[config.mk]
export PLATFORM = sky130hd
export DESIGN_NAME = disp_scan_ctrl
export DESIGN_NICKNAME = d
export VERILOG_FILES = /design/src/rtl/disp_pkg.sv /design/src/rtl/hex7seg.sv /design/src/rtl/disp_scan_ctrl.sv
export SDC_FILE = /design/constraint.sdc
export NUM_CORES = 1
export LEC_CHECK = 0
export CAP_MARGIN = 30
export CORE_MARGIN = 5
export CORE_UTILIZATION = 48
export DETAILED_ROUTE_END_ITERATION = 12
export HOLD_SLACK_MARGIN = 0.05
export PLACE_DENSITY = 0.76
export SLEW_MARGIN = 10
export SYNTH_ARGS = -nofsm -noshare
export SYNTH_HDL_FRONTEND = slang
export SYNTH_SLANG_ARGS = --single-unit
[constraint.sdc]
create_clock -name clk -period 5 [get_ports clk]
set_input_delay 0.5 -clock clk [delete_from_list [all_inputs] [get_ports clk]]
set_output_delay 0.5 -clock clk [all_outputs]
set_load 0.01 [all_outputs]
[src/rtl/disp_pkg.sv]
// Shared definitions for the seven-segment scan controller: FSM state
// encoding, active-low segment patterns {g,f,e,d,c,b,a}, and idle levels.
package disp_pkg;

    typedef enum logic [1:0] {
        ST_IDLE  = 2'd0,
        ST_BLANK = 2'd1,
        ST_SHOW  = 2'd2
    } state_e;

    localparam logic [6:0] SEG_0 = 7'h40;
    localparam logic [6:0] SEG_1 = 7'h79;
    localparam logic [6:0] SEG_2 = 7'h24;
    localparam logic [6:0] SEG_3 = 7'h30;
    localparam logic [6:0] SEG_4 = 7'h19;
    localparam logic [6:0] SEG_5 = 7'h12;
    localparam logic [6:0] SEG_6 = 7'h02;
    localparam logic [6:0] SEG_7 = 7'h78;
    localparam logic [6:0] SEG_8 = 7'h00;
    localparam logic [6:0] SEG_9 = 7'h10;
    localparam logic [6:0] SEG_A = 7'h08;
    localparam logic [6:0] SEG_B = 7'h03;
    localparam logic [6:0] SEG_C = 7'h46;
    localparam logic [6:0] SEG_D = 7'h21;
    localparam logic [6:0] SEG_E = 7'h06;
    localparam logic [6:0] SEG_F = 7'h0E;

    // All segments dark / all anodes off
    localparam logic [6:0] SEG_OFF    = 7'h7F;
    localparam logic [7:0] AN_OFF     = 8'hFF;
    localparam logic [2:0] LAST_DIGIT = 3'd7;

endpackage

[src/rtl/hex7seg.sv]
// Combinational hex-to-seven-segment decoder, active-low {g,f,e,d,c,b,a}.
module hex7seg (
    input  logic [3:0] hex_i,
    output logic [6:0] seg_n_o
);
    import disp_pkg::*;

    // Pure lookup; the capturing register lives in the scan controller
    always_comb begin
        seg_n_o = SEG_OFF;
        case (hex_i)
            4'h0: seg_n_o = SEG_0;
            4'h1: seg_n_o = SEG_1;
            4'h2: seg_n_o = SEG_2;
            4'h3: seg_n_o = SEG_3;
            4'h4: seg_n_o = SEG_4;
            4'h5: seg_n_o = SEG_5;
            4'h6: seg_n_o = SEG_6;
            4'h7: seg_n_o = SEG_7;
            4'h8: seg_n_o = SEG_8;
            4'h9: seg_n_o = SEG_9;
            4'hA: seg_n_o = SEG_A;
            4'hB: seg_n_o = SEG_B;
            4'hC: seg_n_o = SEG_C;
            4'hD: seg_n_o = SEG_D;
            4'hE: seg_n_o = SEG_E;
            4'hF: seg_n_o = SEG_F;
            default: seg_n_o = SEG_OFF;
        endcase
    end

endmodule

[src/rtl/disp_scan_ctrl.sv]
// Eight-digit seven-segment scan controller. Each slot is a BLANK gap
// (anodes off, select settling) followed by a SHOW phase. All outputs are
// registered and computed from the next state, so outputs line up with state.
module disp_scan_ctrl #(
    parameter int TICK_DIV  = 50000,
    parameter int BLANK_CYC = 64
) (
    input  logic       clk,
    input  logic       rst_n,
    input  logic       en,
    input  logic [7:0] digit_en,
    input  logic [7:0] dp,
    input  logic [3:0] digit_in,
    output logic [2:0] sel,
    output logic [7:0] an_n,
    output logic [6:0] seg_n,
    output logic       dp_n,
    output logic       frame_done
);
    import disp_pkg::*;

    localparam int MAX_CYC = (TICK_DIV > BLANK_CYC) ? TICK_DIV : BLANK_CYC;
    localparam int CNT_W   = $clog2(MAX_CYC + 1);
    localparam logic [CNT_W-1:0] BLANK_LOAD = CNT_W'(BLANK_CYC - 1);
    localparam logic [CNT_W-1:0] SHOW_LOAD  = CNT_W'(TICK_DIV - 1);
    localparam logic [CNT_W-1:0] CNT_ONE    = CNT_W'(1);

    state_e           state_q, state_d;
    logic [CNT_W-1:0] cnt_q, cnt_d;
    logic [2:0]       sel_q, sel_d;
    logic [7:0]       an_n_q, an_n_d;
    logic [6:0]       seg_n_q, seg_n_d;
    logic             dp_n_q, dp_n_d;
    logic             frame_done_q, frame_done_d;
    logic [6:0]       dec_seg;
    logic             cnt_zero;

    hex7seg u_hex7seg (
        .hex_i   (digit_in),
        .seg_n_o (dec_seg)
    );

    assign cnt_zero = (cnt_q == '0);

    // FSM state register
    always_ff @(posedge clk or negedge rst_n) begin
        if (!rst_n) state_q <= ST_IDLE;
        else        state_q <= state_d;
    end

    // Next state: dropping en always wins, even on a slot boundary
    always_comb begin
        state_d = state_q;
        if (!en) begin
            state_d = ST_IDLE;
        end else begin
            case (state_q)
                ST_IDLE:  state_d = ST_BLANK;
                ST_BLANK: if (cnt_zero) state_d = ST_SHOW;
                ST_SHOW:  if (cnt_zero) state_d = ST_BLANK;
                default:  state_d = ST_IDLE;
            endcase
        end
    end

    // Next register values derived from the transition being taken
    always_comb begin
        cnt_d        = cnt_q;
        sel_d        = sel_q;
        seg_n_d      = seg_n_q;
        dp_n_d       = dp_n_q;
        an_n_d       = AN_OFF;
        frame_done_d = 1'b0;
        case (state_d)
            ST_IDLE: begin
                cnt_d   = '0;
                sel_d   = '0;
                seg_n_d = SEG_OFF;
                dp_n_d  = 1'b1;
            end
            ST_BLANK: begin
                if (state_q == ST_BLANK) begin
                    cnt_d = cnt_q - CNT_ONE;
                end else begin
                    cnt_d = BLANK_LOAD;
                end
                // Leaving SHOW completes a slot: move on to the next digit
                if (state_q == ST_SHOW) begin
                    sel_d        = sel_q + 3'd1;
                    frame_done_d = (sel_q == LAST_DIGIT);
                end
            end
            ST_SHOW: begin
                if (state_q == ST_SHOW) begin
                    cnt_d = cnt_q - CNT_ONE;
                end else begin
                    // sel has been stable through BLANK, so digit_in is settled
                    cnt_d   = SHOW_LOAD;
                    seg_n_d = dec_seg;
                    dp_n_d  = ~dp[sel_q];
                end
                an_n_d[sel_q] = ~digit_en[sel_q];
            end
            default: begin
                cnt_d = '0;
            end
        endcase
    end

    // Counter and output registers
    always_ff @(posedge clk or negedge rst_n) begin
        if (!rst_n) begin
            cnt_q        <= '0;
            sel_q        <= '0;
            an_n_q       <= AN_OFF;
            seg_n_q      <= SEG_OFF;
            dp_n_q       <= 1'b1;
            frame_done_q <= 1'b0;
        end else begin
            cnt_q        <= cnt_d;
            sel_q        <= sel_d;
            an_n_q       <= an_n_d;
            seg_n_q      <= seg_n_d;
            dp_n_q       <= dp_n_d;
            frame_done_q <= frame_done_d;
        end
    end

    assign sel        = sel_q;
    assign an_n       = an_n_q;
    assign seg_n      = seg_n_q;
    assign dp_n       = dp_n_q;
    assign frame_done = frame_done_q;

endmodule

### Word level (Yosys, flattened, before mapping)

Memories as Yosys holds them, arrays and structs flattened.
Index checks and enable logic that the tools add are counted.

* ROM bits: 112
* bits of input ports: 23
* logic and storage cells: 53
* memories: 1
* register bits after elaboration: 38

* add/subtract/negate cells: 2
* equality and inequality tests: 7
* reductions and logical operators: 8
* bitwise gates (word level): 4
* muxes and demuxes: 22
* magnitude comparators: 2

Memories
* (name not given): depth 16, bits a word 7, read ports 1, clocked after Yosys merged registers in 0, wr ports 0, RTL line hex7seg.sv:11 `case (hex_i)`

Operators by type and width (number)
* $mux 16: 2
* $pmux 16 s2: 1
* $logic_not 16->1: 1
* $sub 16x1->16 const B: 1
* $pmux 7 s2: 1
* $mux 8: 1
* $not 8->8: 1
* $or 8x8->8: 1
* $mux 7: 1
* $bmux 1 s3: 2
* $mux 1: 6
* $mux 2: 3
* $pmux 2 s3: 1
* $pmux 3 s2: 1
* $eq 2x1->1 const B: 2
* $eq 2x2->1 const B: 2
* $logic_not 2->1: 2
* $lt 3x4->1 const B: 1
* $ne 2x2->1 const B: 2
* $reduce_and 2->1: 2
* $reduce_bool 2->1: 2
* $add 3x1->3 const B: 1
* $demux 1 s3: 1
* $eq 3x3->1 const B: 1
* other kinds (5): 6

### Longest topological paths before layout

* depth after elaboration: 7
* mapped depth: 12
* gate-level depth less buffers: 11

### By module

A second synthesis with hierarchy kept.

* cells, all modules: 226
* area total of the unflattened synthesis: 2192.1 um2

By module, submodules not included
* disp_scan_ctrl: cells each 194, instances 1, area an instance 1916.8 um2
* hex7seg: cells each 32, instances 1, area an instance 275.3 um2

### Least setup slack after synthesis

No wires, ideal clock.

* path type: register to register
* start: register cnt_q[0]
* end: register cnt_q[15]
* path buffers: 1
* arrival: 2.609 ns
* stages on the path, launching flop included: 13
* setup time: 0.090 ns
* slack: 2.300 ns
* data required time: 4.910 ns
* period minus slack after synthesis: 2.700 ns
* path through: dfrtp_1 > inv_1 > ha_1 > nor4b_4 > nand4_1 > mux2i_1 > and2_1 > ha_1 > clkbuf_2 > and3b_1 > o21ai_0 > or4_1 > o221ai_1

* cells in the longest elaborated chain, start to end: 6

Ends and longest elaborated chain
* start, declared: RTL line disp_scan_ctrl.sv:29 `logic [CNT_W-1:0] cnt_q, cnt_d;`
* start signal, assigned: RTL line disp_scan_ctrl.sv:120 `cnt_q <= cnt_d;`
* $logic_not 16->1 (*): RTL line disp_scan_ctrl.sv:43 `assign cnt_zero = (cnt_q == '0);`
* $mux 2, on equally long branches: RTL line disp_scan_ctrl.sv:60, disp_scan_ctrl.sv:59
* $pmux 2 s3 (*): RTL line disp_scan_ctrl.sv:57 `case (state_q)`
* $mux 2 (*): RTL line disp_scan_ctrl.sv:54 `if (!en) begin`
* named net state_d[0]: RTL line disp_scan_ctrl.sv:28 `state_e state_q, state_d;`
* $eq 2x2->1 or $eq 2x1->1 (tied branches): RTL line disp_scan_ctrl.sv:74 `case (state_d)`
* $pmux 16 s2 (*): RTL line disp_scan_ctrl.sv:74
* named net cnt_d[15]: RTL line disp_scan_ctrl.sv:29

Mark *: on every way through the listed nets, which the timed path passes. The rest lies on a longest branch.
A chain may end at the register's enable or synchronous reset.

### Worst setup path in the final report

* start: register cnt_q[0]
* end: register seg_n_q[3] (netlist: seg_n[3])

* cells in the longest elaborated chain, start to end: 7

Ends and longest elaborated chain
* $logic_not 16->1 (*): RTL line disp_scan_ctrl.sv:43
* $mux 2, on equally long branches: RTL line disp_scan_ctrl.sv:60, disp_scan_ctrl.sv:59
* $pmux 2 s3 (*): RTL line disp_scan_ctrl.sv:57
* $mux 2 (*): RTL line disp_scan_ctrl.sv:54
* named net state_d[1]: RTL line disp_scan_ctrl.sv:28
* $eq 2x2->1 or $logic_not 2->1 (tied branches): RTL line disp_scan_ctrl.sv:74
* $ne 2x2->1 (no line) or $reduce_bool 2->1 (tied branches)
* $reduce_and 2->1 (no line)
* end signal, assigned: RTL line disp_scan_ctrl.sv:123 `seg_n_q <= seg_n_d;`
* end, declared: RTL line disp_scan_ctrl.sv:32 `logic [6:0] seg_n_q, seg_n_d;`

Marks and branches as above.

==> results.tsv <==
metric	value	unit
synthAdderAreaFrac	0.0663	
cp.required	5.23	ns
port_buffers	42	
yosys.area_share.simple	0.208	
htreeDepth	2	
end_kind	register	
initial_core_util	0.486	
ant_nets	0	
drive_gt1_frac	0.115	
relSlewSlack	0.438	
synth.cell_area	2260	um2
first_pass_iters	4	
fp.dieW	78.7	um
final_util	0.596	
postSynth.asyncResetShare	1.00	
num_antenna_cells	0	
slew_viol_final	0	
fin_crit	3.28	ns
grt_use_total	0.164	
grt_pass1_wl	8160	um
crit_path_start_kind	register	
peakVddDrop	327	uV
crit_top_cell	ha_1	
tightest_slew	0.843	ns
ys_top_cells_by_area	dfrtp_1 (24%), dfstp_2 (19%), ha_1 (6.6%)	
fp.dieH	78.7	um
finClkSkew	0.00637	ns
seq_area_frac_synth	0.429	
setup_viol	0	
synth_seq_cells	38	
vias_per_cell	5.81	
synth_top_area_frac	0.243	
criticalPathCategory	register to register	
path_clk_slew	0.08	ns
p_leak	1.18	nW
power.density_cell_area	522	nW/um2
cap_violations	0	
clock_sinks	38	
crit_start	cnt_q[0]$_DFF_PN0_	
fin_hold_ws	0.313	ns
core_area	4660	um2
syn_area_per_cell	10.1	um2
gp_congestion	0.802	
route.vias.total	1835	
hold_buffers	0	
synth_cell_type_count	53	
clock_path_buffers	2	
first_iter_violations	125	
die_area	6190	um2
critical_path_buf_inv_count	1	
tritoncts	built	
fin_crit_sh	0.656	
std_cell_rows	25	
final-hold-violation-count	0	
crit_chain	inv_1, ha_1, nor4b_4, nand4_1, mux2i_1, and2_1, ha_1, nand2_1, or3_1, o21a_1	
grt-ovfl-total	0	
antenna_found_initial	0	
cts_setup_buffers	0	
clock_latency	0.29	ns
critPathMaxStageDelay	0.49	ns
ys_warn_count	0	
numCtsBuffers	5	
hp-class	input port to async pin	
timing.fmax	305	MHz
synth_fp_nets	260	
synth_xor_xnor_area_share	0.0387	
ioPinCount	43	
postCtsResizedCells	0	
grt_max_degree	39	
synth_top_family_by_area	simple AND/OR/NAND/NOR gates	
drt-wirelength-per-cell	15.1	um
wl	4780	um
tns	0	ns
slowest_stage	ha_1	
final_nets	296	
synth_area_leader_cell	dfrtp_1	
syn_to_final_growth	22.7	%
synth_mux_area_frac	0.0542	
crit_arrival	3.51	ns
drc	0	
grt_pass1_vias	1667	
outcome	finished clean	
hpwl	3460	um
grt_setup_unrepaired	no	
synth_edf_count	0	
cp_max_fo	17	
synthCells	225	
synth_compound_area_frac	0.160	
critPathTopFamily	simple AND/OR/NAND/NOR gates	
crit-reg2reg-launch	cnt_q[0]$_DFF_PN0_	
ys.flop_type	dfrtp_1	
cts-root-buf	clkbuf_8	
final cells by class:
| cell class | instances | area [um2] |
|---|---|---|
| timing repair buffer | 42 | 415 |
| multi-input combinational | 164 | 1190 |
| tap | 54 | 67.6 |
| fill | 415 | 1880 |
| inverter | 10 | 37.5 |
| clock inverter | 1 | 5.00 |
| clock buffer | 7 | 86.3 |
| sequential | 38 | 971 |
cell usage after synthesis (5+ instances only):
cell and instances:
dfrtp_1 22, nor2_1 18, dfstp_2 16, nand2_1 15, o21ai_0 13, ha_1 12
a21oi_1 10, inv_1 10, mux2i_1 10, clkbuf_1 9, xor2_1 8, nand3_1 6
nand4_1 5
power breakdown:
group / leakage (nW) / total, mW / switching (mW) / internal, mW
clock network: 0.0482 / 0.217 / 0.106 / 0.111
registers: 0.469 / 0.493 / 0.0916 / 0.401
logic: 0.662 / 0.739 / 0.405 / 0.334
per-stage QoR:
stage	instance area [um2]	setup WS, ns	power, mW	std cells
5_1_grt	2780	1.46	1.57	316
3_5_place_dp	2690	1.78	1.23	308
3_3_place_gp	2690	1.95	1.22	308
2_1_floorplan	2260	2.30	1.03	225
4_1_cts	2780	1.78	1.46	316
6_report	2780	1.72	1.45	316
state kept, by name, summed over array words and instances (netlist names):
signal,count
seg_n,7
state_q,2
cnt_q,16
an_n,8
sel,3
frame_done,1
dp_n,1
metal layers:
layer / global-route usage / part of all wire / wire, um
met5: 0 / 0 / 0
met4: 0.0437 / 0.011 / 53
met1: 0.227 / 0.46 / 2210
met2: 0.254 / 0.48 / 2290
met3: 0.0424 / 0.049 / 234
cell families (layout without fill, tap and decap cells):
logic type,count (synthesis),after routing
DFF,38,38
buffers and inverters,23,60
xor gates and xnor gates,10,10
adders and majority gates,12,12
AOI/OAI and AO/OA,53,53
muxes,11,11
and+or+nand+nor,78,78
worst register-to-register path, cell delays in order (launching register included):
cell	delay, ns
dfrtp_1	0.42
inv_1	0.07
ha_1	0.20
nor4b_4	0.41
nand4_1	0.28
mux2i_1	0.25
and2_1	0.18
ha_1	0.49
nand2_1	0.37
or3_1	0.43
o21a_1	0.11
final timing paths:
kind / cells past startpoint / slack, ns / endpoint
worst min register to register: 1 / 0.51 / seg_n[1]$_DFFE_PN1P_
worst min-delay path: 1 / 0.31 / state_q[0]$_DFF_PN0_
max in group asynchronous: 1 / 4.15 / frame_done$_DFF_PN0_
worst max register to register: 10 / 1.72 / seg_n[3]$_DFFE_PN1P_
min in group clk: 1 / 0.51 / seg_n[1]$_DFFE_PN1P_
worst max-delay path: 10 / 1.72 / seg_n[3]$_DFFE_PN1P_
layout by cell type, fill, tap and decap left out, types with 3 or more instances in the layout:
cell,Yosys,routed
dfstp_2,16,16
nor2_1,18,18
nand2b_1,4,4
nand3_1,6,6
mux2i_1,10,10
o31ai_1,3,3
inv_1,10,10
clkdlybuf4s50_1,0,41
a21oi_1,10,10
o32a_1,3,3
o21ai_0,13,13
o21a_1,3,3
dfrtp_1,22,22
nand4b_1,3,3
nand4_1,5,5
nand2_1,15,15
nor3_1,4,4
ha_1,12,12
clkbuf_8,0,6
and2_1,4,4
xor2_1,8,8
(Power assumes the default switching activity.)
